## src/rtl/display_dec_scan.sv

```systemverilog
// Binary-to-BCD (shift-add-3) converter feeding a multiplexed seven-segment bank.
// Optional leading-zero blanking is enabled by defining DISPLAY_BLANK_EN.
module display_dec_scan #(
    parameter int DIGITS   = 4,
    parameter int BIN_W    = 13,
    parameter int SCAN_DIV = 1
) (
    input  logic              display_clk,
    input  logic              reset,
    input  logic [BIN_W-1:0]  num_bin,
    input  logic              load,
    output logic              busy,
    output logic              overflow,
    output logic [6:0]        sseg,
    output logic [DIGITS-1:0] sel
);
    localparam int BCD_W  = 4 * DIGITS;
    localparam int STEP_W = $clog2(BIN_W + 1);
    localparam int PRE_W  = (SCAN_DIV > 1) ? $clog2(SCAN_DIV) : 1;
    localparam int IDX_W  = (DIGITS > 1) ? $clog2(DIGITS) : 1;

    localparam logic [6:0] SEG_DASH = 7'b1000000;
    localparam logic [6:0] SEG_ZERO = 7'b0111111;

    logic [BIN_W-1:0]  bin_reg;
    logic [BCD_W-1:0]  work_bcd_reg;
    logic              work_ovf_reg;
    logic [STEP_W-1:0] step_reg;
    logic              busy_reg;
    logic [BCD_W-1:0]  disp_bcd_reg;
    logic              ovf_reg;
    logic [PRE_W-1:0]  pre_reg;
    logic [IDX_W-1:0]  idx_reg;
    logic [DIGITS-1:0] sel_reg;
    logic [6:0]        sseg_reg;

    logic [BCD_W-1:0]  adj_bcd;
    logic [BCD_W-1:0]  shift_bcd_next;
    logic              shift_out;

    genvar gi;
    generate
        for (gi = 0; gi < DIGITS; gi++) begin : g_adj
            assign adj_bcd[4*gi +: 4] = (work_bcd_reg[4*gi +: 4] >= 4'd5) ?
                                        work_bcd_reg[4*gi +: 4] + 4'd3 :
                                        work_bcd_reg[4*gi +: 4];
        end
    endgenerate

    assign shift_out      = adj_bcd[BCD_W-1];
    assign shift_bcd_next = {adj_bcd[BCD_W-2:0], bin_reg[BIN_W-1]};

    always_ff @(posedge display_clk or posedge reset) begin
        if (reset) begin
            bin_reg      <= '0;
            work_bcd_reg <= '0;
            work_ovf_reg <= 1'b0;
            step_reg     <= '0;
            busy_reg     <= 1'b0;
            disp_bcd_reg <= '0;
            ovf_reg      <= 1'b0;
        end else if (!busy_reg) begin
            if (load) begin
                bin_reg      <= num_bin;
                work_bcd_reg <= '0;
                work_ovf_reg <= 1'b0;
                step_reg     <= STEP_W'(BIN_W);
                busy_reg     <= 1'b1;
            end
        end else begin
            bin_reg      <= bin_reg << 1;
            work_bcd_reg <= shift_bcd_next;
            work_ovf_reg <= work_ovf_reg | shift_out;
            step_reg     <= step_reg - STEP_W'(1);
            // Last step: commit the freshly shifted value, not the stale working copy.
            if (step_reg == STEP_W'(1)) begin
                disp_bcd_reg <= shift_bcd_next;
                ovf_reg      <= work_ovf_reg | shift_out;
                busy_reg     <= 1'b0;
            end
        end
    end

    function automatic logic [6:0] dec7(input logic [3:0] nib);
        case (nib)
            4'd0:    dec7 = 7'h3f;
            4'd1:    dec7 = 7'h06;
            4'd2:    dec7 = 7'h5b;
            4'd3:    dec7 = 7'h4f;
            4'd4:    dec7 = 7'h66;
            4'd5:    dec7 = 7'h6d;
            4'd6:    dec7 = 7'h7d;
            4'd7:    dec7 = 7'h07;
            4'd8:    dec7 = 7'h7f;
            4'd9:    dec7 = 7'h6f;
            default: dec7 = 7'h3f;
        endcase
    endfunction

    logic [3:0]        digit_nib;
    logic              blank_digit;
    logic [6:0]        sseg_next;
    logic [DIGITS-1:0] sel_next;

    assign digit_nib = disp_bcd_reg[{idx_reg, 2'b00} +: 4];

`ifdef DISPLAY_BLANK_EN
    // lz[i] is set when digit i and every digit above it are zero.
    logic [DIGITS-1:0] lz;
    generate
        for (gi = 0; gi < DIGITS; gi++) begin : g_lz
            if (gi == DIGITS - 1) begin : g_top
                assign lz[gi] = (disp_bcd_reg[4*gi +: 4] == 4'd0);
            end else begin : g_low
                assign lz[gi] = (disp_bcd_reg[4*gi +: 4] == 4'd0) && lz[gi+1];
            end
        end
    endgenerate
    assign blank_digit = (idx_reg != '0) && lz[idx_reg];
`else
    assign blank_digit = 1'b0;
`endif

    always_comb begin
        sel_next          = '0;
        sel_next[idx_reg] = 1'b1;
        if (ovf_reg)
            sseg_next = SEG_DASH;
        else if (blank_digit)
            sseg_next = 7'h00;
        else
            sseg_next = dec7(digit_nib);
    end

    always_ff @(posedge display_clk or posedge reset) begin
        if (reset) begin
            pre_reg  <= '0;
            idx_reg  <= '0;
            sel_reg  <= DIGITS'(1);
            sseg_reg <= SEG_ZERO;
        end else begin
            sel_reg  <= sel_next;
            sseg_reg <= sseg_next;
            if (pre_reg == PRE_W'(SCAN_DIV - 1)) begin
                pre_reg <= '0;
                idx_reg <= (idx_reg == IDX_W'(DIGITS - 1)) ? '0 : idx_reg + IDX_W'(1);
            end else begin
                pre_reg <= pre_reg + PRE_W'(1);
            end
        end
    end

    assign busy     = busy_reg;
    assign overflow = ovf_reg;
    assign sseg     = sseg_reg;
    assign sel      = sel_reg;
endmodule

```

## config.mk

```make
export PLATFORM = sky130hd
export DESIGN_NAME = display_dec_scan
export DESIGN_NICKNAME = d
export VERILOG_FILES = /design/src/rtl/display_dec_scan.sv
export SDC_FILE = /design/constraint.sdc
export NUM_CORES = 1
export LEC_CHECK = 0
export CAP_MARGIN = 20
export CORE_AREA = 2 2 60 119
export DETAILED_ROUTE_END_ITERATION = 6
export DIE_AREA = 0 0 62 121
export GPL_ROUTABILITY_DRIVEN = 0
export PLACE_DENSITY = 0.69
export SLEW_MARGIN = 40
export SYNTH_ARGS = -nofsm -noshare
export SYNTH_HDL_FRONTEND = slang
export SYNTH_SLANG_ARGS = --single-unit
```

## constraint.sdc

```tcl
create_clock -name display_clk -period 3.71 [get_ports display_clk]
set_input_delay 0.742 -clock display_clk [delete_from_list [all_inputs] [get_ports display_clk]]
set_output_delay 0.742 -clock display_clk [all_outputs]
set_load 0.05 [all_outputs]
```

## After elaboration in Yosys (flattened, before gate mapping)

Memories as Yosys holds them, arrays and structs flattened.
Cells that the tools add are included.

| word-level totals | value |
|---|---|
| output and inout port bits | 13 |
| word-level logic and storage cells | 52 |
| ROM bits | 112 |
| flip-flop bits (word level) | 66 |
| memories | 1 |
| input bits | 16 |

| operators by class | value |
|---|---|
| eq/ne operators | 2 |
| add/sub/neg operators | 7 |
| muxes and demuxes | 20 |
| shift operators | 1 |
| reductions and logical operators | 3 |
| order comparisons | 6 |
| bitwise gates (word level) | 1 |

Memory list:

| name | depth | width | read ports | clocked after Yosys merged registers in | write ports | RTL line | source |
|---|---|---|---|---|---|---|---|
| (name not given) | 16 | 7 | 1 | 0 | 0 | 85 | `case (nib)` |

Operators with widths:

| cell | count |
|---|---|
| two-way mux 16 bit | 2 |
| two-way mux 13 bit | 2 |
| two-way mux 4 bit | 6 |
| adder 4 x 2 -> 4 bit (second input constant) | 4 |
| >= comparator 4 x 3 -> 1 bit (second input constant) | 4 |
| variable part select 16 x 5 -> 4 bit | 1 |
| two-way mux 1 bit | 7 |
| two-way mux 7 bit | 1 |
| == test 4 x 1 -> 1 bit (second input constant) | 1 |
| subtractor 4 x 1 -> 4 bit (second input constant) | 1 |
| less-than comparator 2 x 3 -> 1 bit (second input constant) | 1 |
| adder 2 x 1 -> 2 bit (second input constant) | 1 |
| demux 1 bit (select 2 bit) | 1 |
| == test 2 bit (second input constant) | 1 |
| >= comparator 2 x 1 -> 1 bit (second input constant) | 1 |
| two-way mux 2 bit | 1 |
| AND reduction 2 bit | 1 |
| nonzero test 2 bit | 1 |
| adder 1 bit (second input constant) | 1 |
| logical AND 1 bit | 1 |
| bitwise OR 1 bit | 1 |

## Logic depth before layout (Yosys ltp)

Gate-level depths: netlist of the first run.

| depth | value |
|---|---|
| word-level depth | 4 |
| gate-level depth with buffers | 7 |
| depth with buffers taken out | 6 |

## Worst setup path after synthesis of the first run

OpenSTA, ideal clock, no wires.

| timing path | value |
|---|---|
| kind | reg2reg |
| from | reg idx_reg[0] |
| to | reg sseg_reg[3], in the netlist sseg[3] |
| data required time | 3.625 ns |
| cell stages (with the launch flop) | 8 |
| buffers on the path | 1 |
| setup slack | 1.851 ns |
| arrival | 1.773 ns |
| path through | dfrtp_1 -> buf_6 -> mux4_1 -> inv_1 -> ha_1 -> nand2b_1 -> a21oi_1 -> nor2_1 |

| between the ends | value |
|---|---|
| word-level cells in the longest chain between the ends | 3 |

RTL lines:

| element | RTL line | source |
|---|---|---|
| from (decl) | 33 | `logic [IDX_W-1:0] idx_reg;` |
| from (signal assigned) | 146 | `idx_reg <= (idx_reg == IDX_W'(DIGITS - 1)) ? '0 : idx_reg + IDX_W'(1);` |
| variable part select 16 x 5 -> 4 bit | 105 | `assign digit_nib = disp_bcd_reg[{idx_reg, 2'b00} +: 4];` |
| memory (16 x 7 bit) | -- |  |
| two-way mux 7 bit | 127 | `if (ovf_reg)` |
| via sseg_next[3] | 102 | `logic [6:0] sseg_next;` |
| to (signal assigned) | 143 | `sseg_reg <= sseg_next;` |
| to (decl) | 35 | `logic [6:0] sseg_reg;` |

The timed path passes the listed nets, and every way through them passes these cells.
A chain may end at the register's enable or synchronous reset.

## Final worst setup path of the first run

| timing path | value |
|---|---|
| from | reg ovf_reg, in the netlist overflow |
| to | out overflow |

RTL lines:

| element | RTL line | source |
|---|---|---|
| from (decl) | 31 | `logic ovf_reg;` |
| from (signal assigned) | 78 | `ovf_reg <= work_ovf_reg \| shift_out;` |
| to (decl) | 13 | `output logic overflow,` |

No word-level cell between the ends.

==> results of run 1 <==
-- cells in the final DEF, fill, tap and decap left out, drive strengths merged, types with 7 or more instances in the layout --
master,synthesis,routed
inv,19,19
clkdlybuf4s50,0,28
nor2,10,10
dfstp,7,7
nor3b,9,9
a21oi,19,19
nand2b,8,8
dfrtp,58,58
mux2i,28,28
clkbuf,7,14
o21ai,34,34
ha,19,19
nand2,50,50
-- cell usage after synthesis, types with 4 or more instances --
library cell	n	share of area
nand2_1	50	0.059
clkbuf_1	7	0.0082
buf_2	4	0.0063
ha_1	19	0.074
nand2b_1	6	0.012
mux2i_1	28	0.088
mux2_2	4	0.014
xnor2_1	5	0.014
dfrtp_1	58	0.45
nor3b_1	9	0.021
nor2_1	10	0.012
o21ai_0	34	0.053
a21oi_1	19	0.030
dfstp_2	7	0.058
inv_1	19	0.022
-- cell families (layout without fill, tap and decap cells) --
kind of cell             Yosys count  in the layout  share of synthesized area
XOR/XNOR                           5              5                    0.01370
AO/OA/AOI/OAI                     61             61                     0.1014
AND/OR/NAND/NOR                   82             82                     0.1237
multiplexers                      36             36                     0.1323
adder cells (fa/ha/maj)           19             19                    0.07439
buffers and inverters             33             67                    0.04268
flip-flops                        65             65                     0.5117
-- area by class of cell --
| cell class | count | area [µm²] |
|---|---|---|
| Clock buffer | 14 | 284.0 |
| Clock inverter | 2 | 10.01 |
| Fill cell | 550 | 2710 |
| Inverter | 19 | 71.32 |
| Multi-Input combinational cell | 203 | 1424 |
| Sequential cell | 65 | 1637 |
| Tap cell | 88 | 110.1 |
| Timing Repair Buffer | 32 | 322.8 |
-- final timing paths --
path,startpoint,end,slack [ns]
setup / recovery,overflow,overflow,1.28
hold / removal,disp_bcd_reg[6],disp_bcd_reg[6],0.49
setup reg to reg,idx_reg[0],sseg[3],1.65
hold reg to reg,disp_bcd_reg[6],disp_bcd_reg[6],0.49
max in group asynchronous,reset,sel[0],2.19
min in group asynchronous,reset,bin_reg[7],0.83
-- power by group through the flow --
stage / clock (mW) / combinational, mW / sequential [mW]
after detailed placement: 0 / 1.36 / 1.24
after global routing: 0.857 / 1.51 / 1.27
final: 0.816 / 1.34 / 1.23
after floorplan: 0 / 0.888 / 1.34
after global placement: 0 / 1.30 / 1.23
after CTS: 0.827 / 1.36 / 1.23
-- metrics by stage --
stage / util / cells
2_1_floorplan: - / 301
3_3_place_gp: 0.5427 / 407
3_5_place_dp: 0.5427 / 407
4_1_cts: 0.5874 / 423
5_1_grt: 0.5874 / 423
6_report: 0.5874 / 423
-- layer usage --
layer | vias to the layer above | global-route usage
met5 | - | 0
met4 | 0 | 0.1037
met3 | 20 | 0.05011
met2 | 47 | 0.3066
met1 | 1076 | 0.2047
li1 | 1074 | -
==> flow_summary.ini, run 1 <==
[final_layout]
finalInstanceArea_um2 = 3859
num_antenna_cells = 0
area_delta_synth_final_pct = 20.75
fin_nets = 365
final_layout_size_suffix_gt1_frac = 0.1075

[setup_path]
critPathTopFamily = buffers and inverters
critPathKind = reg -> out
path_buf_inv = 1
slowest_delay_ns = 0.86
start_kind = register
cp_num_cells = 1
endpoint_kind = output pin
critPathMaxFanout = 9
slowest_stage = clkdlybuf4s50_1
rr_worst_depth = 6
worstPathArrival_ns = 1.69
required_ns = 2.97
crit_chain = clkdlybuf4s50_1

[synth]
synth.distinct_cells = 31
syn_area_per_cell_um2 = 10.62
syn_inst = 301
ys_warn_count = 0
synth.cell_area_um2 = 3196
seq_area_frac_synth = 0.5117
synth_edf_count = 0
synth-seq-cells = 65
synth_fp_nets = 336
ys_async_sr_fraction = 1.000
synthFlopType = dfrtp_1

[route]
vias_per_cell = 5.241
vias = 2217
m1WireLength_mm = 2.200
wl_per_cell_um = 14.02
ant_nets = 0
wl_mm = 5.929
drtIter0Drc = 59
wl_met3_um = 183
drc = 0
routed-wl-met2_mm = 3.308
drtPass1Iterations = 4
top_layer = met4

[sta]
fin_skew_ns = 0.004690
rsz0062_at_grt = false
finalHoldViolations = 0
tns_ns = 0
slew_headroom = 0.5567
fin_crit_ns = 2.435
worst_pin_slew_ns = 0.6640
setup_ws_ns = 1.275
fmax_mhz = 410.7
period_share = 0.6563
setup_violations = 0
worst_hold_slack_ns = 0.4852
finalMaxSlewViolations = 0

[grt]
antenna_found_initial = 0
grt_use_total = 0.1860
grt_start_max_net_pins = 56
grt_pass1_wl_mm = 10.08
grt_overflow_total = 0
grt_pass1_vias = 2199

[floorplan]
ios = 29
placementRows = 42
initial_core_util = 0.4865
die_x_um = 62
die_h_um = 121
fp.dieArea_um2 = 7502
coreArea_um2 = 6569

[pwr]
switching_power_mw = 1.265
peakVddDrop_v = 0.0004141
p_comb_frac = 0.397
clkPwrFrac = 0.241
finalPower_mw = 3.388
p_seq_frac = 0.363
power_leakage_nw = 1.829
intPower_mw = 2.123
power.density_nw_per_um2 = 878.1
switching_share = 0.3734

[clocking]
h-tree-depth = 3
post_cts_buffers = 0
cts_tree = built
clkTransAtPathRegs_ns = 0.05
cts_sinks = 65
cts-hold-fix-buffers = 0
cts_made_buffers = 9
insertion_delay_ns = 0.33
cts.path.max_buffers = 2
cts_resized = 0
root_buffer = clkbuf_16

[placement]
post-dp-hpwl_mm = 4.224
io_buffers = 28
place_area_um2 = 3565
dp_slack_ns = 1.260

[min_path]
holdCritPathClass = reg -> reg
hold-path-cell-count = 2

[status]
status = completed

[flow_run]
cap_viol_max_count = 0
(Power assumes the default switching activity.)
==> run 2, diff against run 1 <==
==> constraint.sdc (replaced) <==
create_clock -name display_clk -period 2.5 [get_ports display_clk]
set_input_delay 0.5 -clock display_clk [delete_from_list [all_inputs] [get_ports display_clk]]
set_output_delay 0.5 -clock display_clk [all_outputs]
set_load 0.05 [all_outputs]
==> run 2 against run 1 <==
Against the previous run:
- critical path depth unchanged
- global-route usage grew 0.51 points
- power increased by 49%
- sequential cell count is the same
- cell area is 0.42% higher
- register-to-register slack worse by 1.2 ns
- final cell count is 0.71% higher
- die area stayed put
- first-iteration DRC count up 5.1%
- wire length rose by 0.42%
- critical endpoint is now sseg[0]
- largest power group unchanged
==> flow_summary.ini, run 2 (synthesis gave the netlist of run 1 again) <==
[status]
status = completed

[final_layout]
finalInstanceArea_um2 = 3875
fill_cells = 574
instances_no_fill = 426
area_delta_synth_final_pct = 21.26
multi_input_area_um2 = 1424
final_layout_size_suffix_gt1_frac = 0.1124
fin_nets = 368
mostFrequentLayoutCell = dfrtp_1
regArea_um2 = 1637
num_antenna_cells = 0
final_core_util = 0.5899
layout_common_cells = 57 x dfrtp_1, 50 x nand2_1, 34 x o21ai_0, 28 x mux2i_1, 27 x clkdlybuf4s50_1

[grt]
grt.busiest_layer = met2
grt_pass1_wl_mm = 10.52
grt_overflow_total = 0
met1_usage = 0.1999
grtUsageMet2 = 0.3294
grt_pass1_vias = 2361
grt_use_met3 = 0.05224
antenna_found_initial = 0
grt_start_max_net_pins = 66
grt_use_total = 0.1911

[sta]
worst_pin_slew_ns = 0.5277
slew_headroom = 0.6478
tns_ns = 0
setup_violations = 0
fin_skew_ns = 0.004532
period_share = 0.8509
finalMaxSlewViolations = 0
fmax_mhz = 470.1
finalHoldViolations = 0
fin_crit_ns = 2.127
setup_ws_ns = 0.3726
rsz0062_at_grt = false
worst_hold_slack_ns = 0.4777

[setup_path]
critPathMaxFanout = 1
worstPathArrival_ns = 1.63
required_ns = 2.00
endpoint_kind = output pin
crit_chain = clkdlybuf4s50_1
path_buf_inv = 1
critPathTopFamily = buffers and inverters
start_kind = register
slowest_stage = clkdlybuf4s50_1
slowest_delay_ns = 0.79
critPathKind = reg -> out

[floorplan]
initial_core_util = 0.4865
die_h_um = 121
die_x_um = 62
placementRows = 42
ios = 29
fp.dieArea_um2 = 7502
coreArea_um2 = 6569

[min_path]
holdCritPathClass = reg -> reg

[placement]
io_buffers = 28
dp_slack_ns = 0.4826
place_area_um2 = 3585
post-dp-hpwl_mm = 4.335
placed_cells = 410

[clocking]
root_buffer = clkbuf_16
cts_resized = 0
cts-hold-fix-buffers = 0
insertion_delay_ns = 0.33
cts_tree = built
cts_made_buffers = 9
clkTransAtPathRegs_ns = 0.05
cts_sinks = 65
cts.path.max_buffers = 2
h-tree-depth = 3
post_cts_buffers = 0

[pwr]
finalPower_mw = 5.054
peakVddDrop_v = 0.0006179
power.density_nw_per_um2 = 1304
power_leakage_nw = 1.838

[route]
wl_mm = 5.954
drc = 0
drtIter0Drc = 62
drtPass1Iterations = 4
vias_per_cell = 5.263
vias = 2242
ant_nets = 0
wl_per_cell_um = 13.98

[flow_run]
cap_viol_max_count = 0
==> run 2: layout make-up <==
class,count,share of cell area
timing repair buffer,35,0.08847
multi-input combinational,203,0.3675
clock inverter,3,0.01033
clock buffer,13,0.06458
inverter,19,0.01840
tap,88,0.02841
sequential,65,0.4223
==> run 2: worst paths after layout <==
kind | from | endpoint | slack, ns | cells past startpoint
min in group asynchronous | reset | work_bcd_reg[14] | 0.53 | 3
setup reg to reg | idx_reg[0] | sseg[3] | 0.46 | 6
hold / removal | disp_bcd_reg[0] | disp_bcd_reg[0] | 0.48 | 2
max in group asynchronous | reset | sel[0] | 1.62 | 3
hold reg to reg | disp_bcd_reg[0] | disp_bcd_reg[0] | 0.48 | 2
setup / recovery | sseg[0] | sseg[0] | 0.37 | 1
==> run 2: power by group <==
group          switching, mW  internal (mW)
Clock                  0.421          0.795
Sequential             0.325           1.52
Combinational           1.13          0.872
==> run 2: layer usage <==
layer  part of all wire  vias up
li1                   -     1089
met1               0.35     1102
met2               0.58       39
met3              0.030       12
met4              0.033        0
met5                  0        -
